## config.mk

```make
export PLATFORM = sky130hd
export DESIGN_NAME = multifun_pipe
export DESIGN_NICKNAME = d
export VERILOG_FILES = /design/src/rtl/multifun_pipe.sv
export SDC_FILE = /design/constraint.sdc
export NUM_CORES = 1
export LEC_CHECK = 0
export CORE_ASPECT_RATIO = 1.4
export CORE_MARGIN = 5
export CORE_UTILIZATION = 50
export CTS_CLUSTER_DIAMETER = 150
export CTS_CLUSTER_SIZE = 16
export DETAILED_ROUTE_END_ITERATION = 12
export PLACE_DENSITY_LB_ADDON = 0.05
export SLEW_MARGIN = 20
export SYNTH_ARGS = -nofsm -noshare
export SYNTH_HDL_FRONTEND = slang
export SYNTH_SLANG_ARGS = --single-unit
export TNS_END_PERCENT = 20
```

## constraint.sdc

```tcl
create_clock -name clk -period 8.2 [get_ports clk]
set_input_delay 0.82 -clock clk [delete_from_list [all_inputs] [get_ports clk]]
set_output_delay 0.82 -clock clk [all_outputs]
set_load 0.1 [all_outputs]
```

## src/rtl/multifun_pipe.sv

```systemverilog
// multifun_pipe: two-stage valid/ready pipeline applying one of four bitwise
// functions (AND, OR, XOR, NAND) to WIDTH-bit operands, with an optional
// accumulator mode, zero/parity flags and a completed-transaction counter.
`timescale 1ns/1ps

module multifun_pipe #(
  parameter int WIDTH = 8,
  parameter int CNT_W = 8
) (
  input  logic             clk,
  input  logic             rst_n,
  input  logic             in_valid,
  output logic             in_ready,
  input  logic [1:0]       sel,
  input  logic             acc_mode,
  input  logic             acc_clr,
  input  logic [WIDTH-1:0] a,
  input  logic [WIDTH-1:0] b,
  output logic             out_valid,
  input  logic             out_ready,
  output logic [WIDTH-1:0] f,
  output logic             zero,
  output logic             parity,
  output logic [CNT_W-1:0] txn_cnt
);

  localparam logic [1:0] FN_AND  = 2'b00;
  localparam logic [1:0] FN_OR   = 2'b01;
  localparam logic [1:0] FN_XOR  = 2'b10;

  // Stage 1: captured operand beat
  logic             v1_reg;
  logic [WIDTH-1:0] a1_reg;
  logic [WIDTH-1:0] b1_reg;
  logic [1:0]       sel1_reg;
  logic             accm1_reg;
  logic             clr1_reg;

  // Stage 2: registered result and flags
  logic             v2_reg;
  logic [WIDTH-1:0] f_reg;
  logic             zero_reg;
  logic             parity_reg;

  logic [WIDTH-1:0] acc_reg;
  logic [CNT_W-1:0] cnt_reg;

  // Handshake and flow-control terms
  logic             accept;
  logic             advance2;
  logic             out_hs;

  // Operands and result feeding stage 2
  logic [WIDTH-1:0] lhs;
  logic [WIDTH-1:0] rhs;
  logic [WIDTH-1:0] res_next;

  // Flow control: ready depends only on pipeline state and out_ready, never on in_valid
  always_comb begin
    advance2 = v1_reg && (!v2_reg || out_ready);
    in_ready = !v1_reg || advance2;
    accept   = in_valid && in_ready;
    out_hs   = v2_reg && out_ready;
  end

  // Operand selection: acc beats use the accumulator (or zero when clearing) as left operand
  always_comb begin
    lhs = a1_reg;
    rhs = b1_reg;
    if (accm1_reg) begin
      lhs = clr1_reg ? '0 : acc_reg;
      rhs = a1_reg;
    end
  end

  // Per-bit function unit
  generate
    for (genvar gi = 0; gi < WIDTH; gi++) begin : g_bit
      always_comb begin
        case (sel1_reg)
          FN_AND:  res_next[gi] = lhs[gi] & rhs[gi];
          FN_OR:   res_next[gi] = lhs[gi] | rhs[gi];
          FN_XOR:  res_next[gi] = lhs[gi] ^ rhs[gi];
          default: res_next[gi] = ~(lhs[gi] & rhs[gi]);
        endcase
      end
    end
  endgenerate

  // Stage 1 valid: set on accept, cleared when its beat moves on with nothing replacing it
  always_ff @(posedge clk or negedge rst_n) begin
    if (!rst_n) begin
      v1_reg <= 1'b0;
    end else if (accept) begin
      v1_reg <= 1'b1;
    end else if (advance2) begin
      v1_reg <= 1'b0;
    end
  end

  // Stage 1 data: loaded only on accept, otherwise held
  always_ff @(posedge clk or negedge rst_n) begin
    if (!rst_n) begin
      a1_reg    <= '0;
      b1_reg    <= '0;
      sel1_reg  <= 2'b00;
      accm1_reg <= 1'b0;
      clr1_reg  <= 1'b0;
    end else if (accept) begin
      a1_reg    <= a;
      b1_reg    <= b;
      sel1_reg  <= sel;
      accm1_reg <= acc_mode;
      clr1_reg  <= acc_clr;
    end
  end

  // Stage 2 valid: set on advance, cleared on output handshake without a refill
  always_ff @(posedge clk or negedge rst_n) begin
    if (!rst_n) begin
      v2_reg <= 1'b0;
    end else if (advance2) begin
      v2_reg <= 1'b1;
    end else if (out_hs) begin
      v2_reg <= 1'b0;
    end
  end

  // Stage 2 result and flags: updated together so the flags always describe f
  always_ff @(posedge clk or negedge rst_n) begin
    if (!rst_n) begin
      f_reg      <= '0;
      zero_reg   <= 1'b1;
      parity_reg <= 1'b0;
    end else if (advance2) begin
      f_reg      <= res_next;
      zero_reg   <= (res_next == '0);
      parity_reg <= ^res_next;
    end
  end

  // Accumulator: touched only at stage-2 advance so beats see it in arrival order
  always_ff @(posedge clk or negedge rst_n) begin
    if (!rst_n) begin
      acc_reg <= '0;
    end else if (advance2) begin
      if (accm1_reg) begin
        acc_reg <= res_next;
      end else if (clr1_reg) begin
        acc_reg <= '0;
      end
    end
  end

  // Completed-transaction counter, wraps naturally
  always_ff @(posedge clk or negedge rst_n) begin
    if (!rst_n) begin
      cnt_reg <= '0;
    end else if (out_hs) begin
      cnt_reg <= cnt_reg + CNT_W'(1);
    end
  end

  assign out_valid = v2_reg;
  assign f         = f_reg;
  assign zero      = zero_reg;
  assign parity    = parity_reg;
  assign txn_cnt   = cnt_reg;

endmodule

```

* Yosys cells after proc, flatten, opt, wreduce, memory -nomap -nowiden
Cells that the tools add are included.
Word-level totals: output and inout bits 20, word-level logic and storage cells 75, register bits after elaboration 48
Cells by class: bitwise operators 32, reduce and logical (&&, ||, !) cells 12, eq/ne operators 2, add/sub/neg operators 1, mux-type cells 16
Operator list (count):
- 2-to-1 mux 8 bit | 4
- case mux 1 bit (3 select lines) | 8
- adder 8 x 1 -> 8 bit (second input constant) | 1
- AND 1 bit | 8
- logical NOT 8 bit | 1
- inverter 1 bit | 8
- OR 1 bit | 8
- parity 8 bit | 1
- bitwise XOR 1 bit | 8
- 2-to-1 mux 1 bit | 4
- nonzero test 2 bit | 2
- logical AND 1 bit | 3
- equality test 2 x 1 -> 1 bit (second input constant) | 1
- equality test 2 bit (second input constant) | 1
- logical NOT 1 bit | 2
- logical NOT 2 bit | 1
- logical OR 1 bit | 2

* Longest topological paths before layout
Gate-level depths: netlist of the first run.
depth in word-level cells 6, mapped depth 12

* Worst setup path before layout of the first run
OpenSTA, ideal clock, no wires.
kind reg2reg, start point reg v2_reg, in the netlist out_valid, end point reg a1_reg[0], required time 8.075 ns, setup slack 5.252 ns, clock period less this slack 2.948 ns, setup time 0.125 ns, arrival 2.823 ns, cell stages (with the launch flop) 5, cell sequence dfrtp_1 -> nand3b_1 -> nand2_1 -> buf_4 -> mux2_2
On the way: word-level cells in the longest chain between the ends 5
RTL lines:
- start, declared | line 40 | logic v2_reg;
- start signal, assigned | line 121 | v2_reg <= 1'b0;
- start signal, assigned | line 123 | v2_reg <= 1'b1;
- start signal, assigned | line 125 | v2_reg <= 1'b0;
- logical NOT 1 bit | line 60 | advance2 = v1_reg && (!v2_reg || out_ready);
- logical OR 1 bit | line 60
- logical AND 1 bit | line 60
- logical OR 1 bit | line 61 | in_ready = !v1_reg || advance2;
- net in_ready | line 13 | output logic in_ready,
- logical AND 1 bit | line 62 | accept = in_valid && in_ready;
- end signal, assigned | line 104 | a1_reg <= '0;
- end signal, assigned | line 110 | a1_reg <= a;
- end, declared | line 33 | logic [WIDTH-1:0] a1_reg;
The timed path passes the listed nets, and every way through them passes these cells. A chain may end at the register's enable or synchronous reset.

* Worst setup path in the final report of the first run
start point in out_ready, end point out in_ready
On the way: word-level cells in the longest chain between the ends 3
RTL lines:
- start, declared | line 20 | input logic out_ready,
- logical OR 1 bit | line 60
- logical AND 1 bit | line 60
- logical OR 1 bit | line 61
- end, declared | line 13
No other way between the ends.

==> results of run 1 <==
-- synth_stat cells, drive strengths merged, types with 2 or more instances --
| master | count | share of area, % |
|---|---|---|
| o2bb2ai | 4 | 1.2 |
| xnor2 | 8 | 2.5 |
| clkbuf | 3 | 0.40 |
| a21oi | 4 | 0.85 |
| o21ai | 23 | 4.1 |
| xor2 | 2 | 0.62 |
| mux2i | 15 | 6.2 |
| o21a | 8 | 2.1 |
| dfrtp | 47 | 42 |
| o31ai | 8 | 2.5 |
| ha | 21 | 9.3 |
| and3 | 2 | 0.44 |
| nand4 | 4 | 0.89 |
| mux2 | 26 | 10 |
| o211ai | 4 | 1.2 |
| buf | 8 | 2.4 |
| nor2b | 5 | 1.1 |
| inv | 22 | 2.9 |
| o32ai | 4 | 1.5 |
| nand2 | 16 | 2.1 |
| nand2b | 2 | 0.44 |
| nand3b | 2 | 0.53 |
| or2 | 8 | 1.8 |
-- cell families (layout without fill, tap and decap cells) --
family | count (synthesis) | count (layout) | synth area share (%)
xor gates and xnor gates | 10 | 10 | 3.11
AOI/OAI and AO/OA | 55 | 55 | 13.6
adders and majority gates | 21 | 21 | 9.34
and+or+nand+nor | 46 | 46 | 8.85
muxes | 41 | 41 | 16.6
buffers and inverters | 33 | 74 | 5.74
DFF | 48 | 48 | 42.7
-- per-layer routing --
layer / part of all wire [%] / vias to the layer above / track usage, %
li1: - / 967 / -
met5: 0 / - / 0
met1: 44 / 948 / 18.0
met4: 1.5 / 0 / 5.44
met2: 50 / 32 / 27.3
met3: 4.6 / 4 / 2.96
-- worst min path at each step --
stage | endpoint | slack [ns] | cells past startpoint
after floorplan | acc_reg[0]$_DFFE_PN0P_ | 0.46 | 1
after global placement | txn_cnt[7]$_DFFE_PN0P_ | 0.46 | 1
after detailed placement | txn_cnt[7]$_DFFE_PN0P_ | 0.46 | 1
after CTS | txn_cnt[7]$_DFFE_PN0P_ | 0.47 | 1
after global routing | txn_cnt[7]$_DFFE_PN0P_ | 0.48 | 1
final | txn_cnt[7]$_DFFE_PN0P_ | 0.48 | 1
-- power by group --
part | switching, mW | internal (mW) | leakage [nW]
logic | 0.401 | 0.211 | 0.859
registers | 0.0589 | 0.301 | 0.578
clock network | 0.0798 | 0.0903 | 0.0541
total | 0.540 | 0.602 | 1.49
-- area by class of cell --
cell class,count,area [um^2]
fill,481,2120
multi-input combinational,173,1450
sequential,48,1200
timing repair buffer,44,433
tap,68,85.1
inverter,22,82.6
clock buffer,5,68.8
clock inverter,3,42.5
-- metrics by stage --
| step | cell area [um^2] | hold slack (ns) | setup WS, ns | util, % |
|---|---|---|---|---|
| floorplan | 2810 | 0.456 | 5.25 | - |
| global placement | 3250 | 0.456 | 4.77 | 59.3 |
| detailed placement | 3250 | 0.461 | 4.76 | 59.3 |
| CTS | 3360 | 0.474 | 4.77 | 61.3 |
| global route | 3360 | 0.485 | 4.65 | 61.3 |
| finish | 3360 | 0.476 | 4.77 | 61.3 |
-- worst register-to-register path, cell delays in order, from the launching register on --
cell and delay, ns:
dfrtp_1 0.99, and2b_1 0.39, nand2_1 0.12, o21a_1 0.12
ha_1 0.21, o211ai_1 0.16, o31ai_1 0.14, or2_2 0.34
ha_1 0.29, xnor2_1 0.18, xnor2_1 0.13, o21ai_0 0.08
==> results.md, run 1 <==
* H-tree depth at 2
* Router iterations before antenna repair at 5
* CP top delay family: buffers and inverters
* Worst r2r path cells at 11
* F_max at 0.291 GHz
* Startpoint types: input port
* Total congestion overflow at 0
* Critical path depth in cells at 3
* First-pass GRT wire length at 8870 um
* Worst reg2reg endpoint: parity$_DFFE_PN0P_
* Detail Route Antenna Nets at 0
* CTS Buf Count at 5
* CP arrival at 2.61 ns
* Status: completed
* Placer Congestion at 0.801
* Vias per cell at 5.37
* Final slew viol count at 0
* Worst Tran Pin Value at 0.974 ns
* Sequential cell area fraction in the yosys report at 42.7%
* Slowest CP cell: clkdlybuf4s50_1
* Synth Register Bits at 48
* Max clock buf depth at 2
* Critical Path Start: out_ready
* # placed instances at 355
* Share of layout cells above drive strength 1 at 17.3%
* Cts hold-fix bufs at 0
* Antenna violations before repair at 0
* Worst hold path class: reg -> reg
* Synth cell types at 41
* Overall Global Routing Usage at 15.4%
* Max cap viols at 0
* Synth warnings at 0
* Power Dens Cells at 339 nW/um^2
* Vias in the first global route at 2,018
* Post CTS Setup Buffer Count at 0
* Worst setup endpoint: in_ready
* Starting Density at 51.3%
* Final Hold Violating Endpoints at 0
* PortBufs at 43
* Syn avg cell area at 11.1 um^2
* Post-DR wirelength/cell at 14.1 um
* Via count at 1,951
* Slowest stage delay, CP at 1.14 ns
* Ant. Diodes at 0
* Endpoints failing setup at 0
* DRT Wirelength at 5120 um
* Startpoint of the worst hold path: txn_cnt[7]$_DFFE_PN0P_
* Rel. slew slack at 34.8%
* Mapped cell area at 2810 um^2
* Final Skew at 0.00493 ns
* Sum Neg Setup Slack at 0 ns
* Nets at 339
* Post-synth EDFFs at 0
* 1st-iter DRT viols at 31
* VDD IR max at 0.308 mV
* CTS Root Cell: clkbuf_8
* Clock latency on the worst-skew pair at 0.30 ns
* Dpl hpwl at 3730 um
* Die width at 73.4 um
* Most frequent cells in the layout: dfrtp_1 (47), clkdlybuf4s50_1 (42), mux2_2 (26)
* Final period util at 41.8%
* Worst R2R Setup Slack at 4.93 ns
* CP cell instances: clkdlybuf4s50_1 > nand3b_1 > clkdlybuf4s50_1
* DRC viols at 0
* Largest net degree at the start of global routing at 49
* Crit path kind: in -> out
* Tot Pwr at 1.14 mW
* RSZ-0062 raised after global routing: no
* Most used cell, CP: clkdlybuf4s50_1
* Post_cts resized at 0
* Area delta synth->final at 19.6%
* Lkg Pwr at 1.49 nW
* CTS tree: built
* Clock sink count at 48
* Worst-path clk slew at 0.09 ns
* Die Area at 7250 um^2
* Die Span Y at 98.7 um
* Non-filler instance count after layout at 363
* Synth async-reset ratio at 100%
* Core area at 5490 um^2
* Critical Path RT at 7.38 ns
* Crit. End Element: output pin
* Most common cell after layout, fill and taps aside: dfrtp_1
* Post-synth top flop: dfrtp_1
* Crit path buf inv count at 2
* Post-layout min period at 3.43 ns
* Syn Nets at 299
* Cells after synthesis at 254
* Worst-path maximum fanout at 4
* Ports at 44
* Cell Rows at 32
* Critical R2R Launch: accm1_reg$_DFFE_PN0P_
No activity file was read; power rests on OpenSTA's default activity.
==> inputs of run 2 (changes only) <==
==> constraint.sdc (replaced) <==
create_clock -name clk -period 3.2 [get_ports clk]
set_input_delay 0.32 -clock clk [delete_from_list [all_inputs] [get_ports clk]]
set_output_delay 0.32 -clock clk [all_outputs]
set_load 0.1 [all_outputs]
==> results.md, run 2 (synthesized netlist as in run 1, its figures left out) <==
* Most common cell after layout, fill and taps aside: dfrtp_1 (unchanged)
* Startpoint types: register (was input port)
* CTS Root Cell: clkbuf_8 (unchanged)
* Fill count at 463 (was 481)
* First-pass GRT wire length at 9400 um (was 8870 um)
* Post CTS Setup Buffer Count at 0 (unchanged)
* DRC viols at 0 (unchanged)
* Met2 WL at 2630 um (was 2580 um)
* Max layer used: met4 (unchanged)
* Detail Route Antenna Nets at 0 (unchanged)
* Status: completed (unchanged)
* Sum Neg Setup Slack at 0 ns (unchanged)
* Util after Layout at 60.9% (was 61.3%)
* Critical Path RT at 3.41 ns (was 7.38 ns)
* Share of layout cells above drive strength 1 at 17.6% (was 17.3%)
* Power Dens Cells at 855 nW/um^2 (was 339 nW/um^2)
* Dpl hpwl at 3940 um (was 3730 um)
* VDD IR max at 0.650 mV (was 0.308 mV)
* Die width at 73.4 um (unchanged)
* F_max at 0.364 GHz
* DRT Wirelength at 5240 um (was 5120 um)
* Final period util at 85.8%
* Total congestion overflow at 0 (unchanged)
* Placer Congestion at 0.771 (was 0.801)
* Worst Tran Pin Value at 0.975 ns (was 0.974 ns)
* Largest net degree at the start of global routing at 49 (unchanged)
* Ant. Diodes at 0 (unchanged)
* RSZ-0062 raised after global routing: no (unchanged)
* Vias per cell at 5.48 (was 5.37)
* Starting Density at 51.3% (unchanged)
* CTS tree: built (unchanged)
* Post-layout min period at 2.74 ns
* Crit. End Element: register (was output pin)
* Post_cts resized at 0 (unchanged)
* Area occupied by multi-input gates at 1450 um^2 (unchanged)
* CTS Buf Count at 5 (unchanged)
* Final Skew at 0.0130 ns (was 0.00493 ns)
* Worst-path maximum fanout at 13 (was 4)
* Lkg Pwr at 1.49 nW (about the same)
* Clock sink count at 48 (unchanged)
* Die Area at 7250 um^2 (unchanged)
* Area delta synth->final at 18.7% (was 19.6%)
* Worst-path clk slew at 0.09 ns (about the same)
* Router iterations before antenna repair at 4 (was 5)
* Post-DR wirelength/cell at 14.4 um (was 14.1 um)
* Final Hold Violating Endpoints at 0 (unchanged)
* PortBufs at 43 (unchanged)
* CP arrival at 2.95 ns (was 2.61 ns)
* Max clock buf depth at 2 (unchanged)
* Cell Rows at 32 (unchanged)
* Endpoints failing setup at 0 (unchanged)
* Crit path kind: reg -> reg (was in -> out)
* Clock latency on the worst-skew pair at 0.30 ns (about the same)
* Met3 wire len at 254 um (was 233 um)
* Final slew viol count at 0 (unchanged)
* Max cap viols at 0 (unchanged)
* Nets at 340 (was 339)
* Register area at 1200 um^2 (unchanged)
* Worst hold path class: in -> async (was reg -> reg)
* Core area at 5490 um^2 (unchanged)
* 1st-iter DRT viols at 75 (was 31)
* Via count at 1,994 (was 1,951)
* Rel. slew slack at 34.8% (about the same)
* Most frequent cells in the layout: dfrtp_1 (47), clkdlybuf4s50_1 (40), mux2_2 (26) (was dfrtp_1 (47), clkdlybuf4s50_1 (42), mux2_2 (26))
* Ports at 44 (unchanged)
* Overall Global Routing Usage at 16.1% (was 15.4%)
* DRT met1 WL at 2290 um (was 2230 um)
* Antenna violations before repair at 0 (unchanged)
* Vias in the first global route at 2,053 (was 2,018)
* H-tree depth at 2 (unchanged)
* Cts hold-fix bufs at 0 (unchanged)
* Die Span Y at 98.7 um (unchanged)
==> run 2: cell types whose count changed in the layout (fill, tap and decap cells not counted) <==
cell | previous run | this run
buf_4 | 1 | 5
clkbuf_1 | 0 | 2
clkdlybuf4s50_1 | 42 | 40
buf_2 | 1 | 0
bufinv_16 | 1 | 0
clkinvlp_4 | 1 | 0
==> run 2: worst max-delay path, stage by stage, from the launching register on <==
cell	delay, ns
dfrtp_1	0.53
buf_4	0.27
mux2i_1	0.26
inv_1	0.06
ha_1	0.26
mux2_2	0.26
mux2i_1	0.26
ha_1	0.31
xnor2_1	0.14
xnor2_1	0.12
o21ai_0	0.19
==> run 2: cell type report <==
cell class | instances | area share, %
clock inverter | 1 | 0.150
tap | 68 | 2.55
sequential | 48 | 36.0
multi-input combinational | 173 | 43.4
inverter | 22 | 2.47
timing repair buffer | 45 | 13.1
clock buffer | 7 | 2.29
==> run 2: final timing paths <==
kind                                             start                endpoint  slack (ns)  depth (start not counted)
worst max register to register   accm1_reg$_DFFE_PN0P_      parity$_DFFE_PN0P_        0.46                         10
max in group asynchronous                        rst_n   accm1_reg$_DFFE_PN0P_        2.75                          1
worst max-delay path             accm1_reg$_DFFE_PN0P_      parity$_DFFE_PN0P_        0.46                         10
worst min register to register  txn_cnt[6]$_DFFE_PN0P_  txn_cnt[6]$_DFFE_PN0P_        0.49                          1
worst min-delay path                             rst_n        f[6]$_DFFE_PN0P_        0.01                          1
min in group clk                txn_cnt[6]$_DFFE_PN0P_  txn_cnt[6]$_DFFE_PN0P_        0.49                          1
==> run 2: layer usage <==
layer / vias to the layer above / track usage [%]
li1: 973 / -
met3: 8 / 3.47
met4: 0 / 4.60
met5: - / 0
met1: 973 / 20.1
met2: 40 / 27.6
==> run 2: power by group <==
group	internal (mW)	switching, mW	total [mW]
clock network	0.154	0.197	0.350
logic	0.544	1.04	1.59
registers	0.772	0.145	0.917
==> run 2: stage by stage <==
| step | hold slack, ns | instances | total power [mW] | cell area, um^2 | setup slack (ns) |
|---|---|---|---|---|---|
| final | 0.0108 | 364 | 2.86 | 3340 | 0.455 |
| after global routing | 0.0725 | 364 | 3.05 | 3340 | 0.151 |
| after CTS | 0.258 | 364 | 2.89 | 3340 | 0.414 |
| after detailed placement | 0.474 | 356 | 2.53 | 3250 | 0.423 |
| after global placement | 0.456 | 356 | 2.51 | 3250 | 0.488 |
| after floorplan | 0.0244 | 254 | 2.17 | 2810 | 0.252 |
==> inputs of run 3 (changes only) <==
--- a/config.mk
+++ b/config.mk
@@ -12,6 +12,7 @@
 export CTS_CLUSTER_SIZE = 16
 export DETAILED_ROUTE_END_ITERATION = 12
 export PLACE_DENSITY_LB_ADDON = 0.05
+export RECOVER_POWER = 25
 export SLEW_MARGIN = 20
 export SYNTH_ARGS = -nofsm -noshare
 export SYNTH_HDL_FRONTEND = slang
==> results.md, run 3 (synthesized netlist as in run 1, its figures left out) <==
* Router iterations before antenna repair at 4 (unchanged)
* Largest net degree at the start of global routing at 49 (unchanged)
* Antenna violations before repair at 0 (unchanged)
* Vias in the first global route at 2,053 (unchanged)
* Post CTS Setup Buffer Count at 0 (unchanged)
* Cell Rows at 32 (unchanged)
* CP arrival at 2.95 ns (about the same)
* Placer Congestion at 0.771 (unchanged)
* CTS tree: built (unchanged)
* Ant. Diodes at 0 (unchanged)
* Status: finished with violations (was completed)
* Final slew viol count at 49 (was 0)
* Worst hold path class: reg -> reg (was in -> async)
* Nets at 340 (unchanged)
* Post-DR wirelength/cell at 14.4 um (about the same)
* Die Span Y at 98.7 um (unchanged)
* Worst-path clk slew at 0.09 ns (about the same)
* Final Skew at 0.0130 ns (unchanged)
* Max cap viols at 1 (was 0)
* Starting Density at 51.3% (unchanged)
* Final Hold Violating Endpoints at 0 (unchanged)
* Worst Tran Pin Value at 2.58 ns (was 0.975 ns)
* Clock sink count at 48 (unchanged)
* Core area at 5490 um^2 (unchanged)
* Die Area at 7250 um^2 (unchanged)
* Share of layout cells above drive strength 1 at 17.2% (was 17.6%)
* Crit path kind: reg -> reg (unchanged)
* Worst-path maximum fanout at 13 (unchanged)
* H-tree depth at 2 (unchanged)
* Startpoint types: register (unchanged)
* Vias per cell at 5.48 (unchanged)
* Final period util at 85.8% (unchanged)
* Detail Route Antenna Nets at 0 (unchanged)
* F_max at 0.364 GHz (unchanged)
* Cts hold-fix bufs at 0 (unchanged)
* VDD IR max at 0.650 mV (about the same)
* Crit. End Element: register (unchanged)
* Sum Neg Setup Slack at 0 ns (unchanged)
* DRC viols at 0 (unchanged)
* Post-place setup slack at 0.423 ns (unchanged)
* CTS Buf Count at 5 (unchanged)
* Rel. slew slack at -71.7% (was 34.8%)
* RSZ-0062 raised after global routing: no (unchanged)
* PortBufs at 43 (unchanged)
* CTS Root Cell: clkbuf_8 (unchanged)
* Power Dens Cells at 856 nW/um^2 (was 855 nW/um^2)
* Endpoints failing setup at 0 (unchanged)
* Post-layout min period at 2.74 ns (unchanged)
* Critical Path RT at 3.41 ns (about the same)
* Post_cts resized at 0 (unchanged)
* Dpl hpwl at 3940 um (unchanged)
* Via count at 1,994 (unchanged)
* First-pass GRT wire length at 9400 um (unchanged)
* Die width at 73.4 um (unchanged)
* Final critical-path setup slack at 0.455 ns (unchanged)
* DRT Wirelength at 5240 um (about the same)
* Max clock buf depth at 2 (unchanged)
* Total congestion overflow at 0 (unchanged)
* Ports at 44 (unchanged)
* Area delta synth->final at 18.5% (was 18.7%)
* Most common cell after layout, fill and taps aside: dfrtp_1 (unchanged)
* Clock latency on the worst-skew pair at 0.30 ns (about the same)
* Overall Global Routing Usage at 16.1% (unchanged)
* Lkg Pwr at 1.48 nW (was 1.49 nW)
* Failing checks: capacitance limit, slew limit
* 1st-iter DRT viols at 75 (unchanged)
* Most frequent cells in the layout: dfrtp_1 (47), clkdlybuf4s50_1 (40), mux2_2 (26) (unchanged)
## run 3: cell count changes in the layout (fill, tap and decap cells not counted), sizes merged
cell | previous run | this run
clkbuf | 7 | 8
buf | 5 | 4
## run 3: stage by stage
step,total power [mW],util [%],cells,hold slack (ns),instance area (um^2)
5_1_grt,3.05,60.8,364,0.512,3330
3_3_place_gp,2.51,59.3,356,0.456,3250
4_1_cts,2.89,60.8,364,0.258,3340
2_1_floorplan,2.17,-,254,0.0244,2810
6_report,2.86,60.8,364,0.490,3330
3_5_place_dp,2.53,59.3,356,0.474,3250
## run 3: area by class of cell
cell class,instances,area (um^2)
fill,463,2150
multi-input combinational,173,1450
sequential,48,1200
timing repair buffer,45,434
tap,68,85.1
inverter,22,82.6
clock buffer,7,76.3
clock inverter,1,5.00
## run 3: final timing paths
kind,from,endpoint,slack (ns),cells past startpoint
max,accm1_reg$_DFFE_PN0P_,parity$_DFFE_PN0P_,0.46,10
min,txn_cnt[6]$_DFFE_PN0P_,txn_cnt[6]$_DFFE_PN0P_,0.49,1
max reg2reg,accm1_reg$_DFFE_PN0P_,parity$_DFFE_PN0P_,0.46,10
min reg2reg,txn_cnt[6]$_DFFE_PN0P_,txn_cnt[6]$_DFFE_PN0P_,0.49,1
max in group asynchronous,rst_n,accm1_reg$_DFFE_PN0P_,0.92,1
min in group asynchronous,rst_n,f[6]$_DFFE_PN0P_,0.80,1
## run 3: worst max-delay path, stage by stage (launching register included)
cell and delay [ns]:
dfrtp_1 0.53, buf_4 0.27, mux2i_1 0.26, inv_1 0.06, ha_1 0.26, mux2_2 0.26
mux2i_1 0.26, ha_1 0.31, xnor2_1 0.14, xnor2_1 0.12, o21ai_0 0.19
## run 3: routing by layer
layer	up-vias	routed length, um	global-route usage [%]
li1	973	-	-
met2	40	2630	27.6
met1	973	2290	20.1
met3	8	253	3.47
met4	0	74	4.60
met5	-	0	0
## run 3: report_power, final
part	internal [mW]	switching (mW)	leakage (nW)
Sequential	0.772	0.145	0.578
Clock	0.154	0.197	0.0422
Combinational	0.543	1.04	0.863
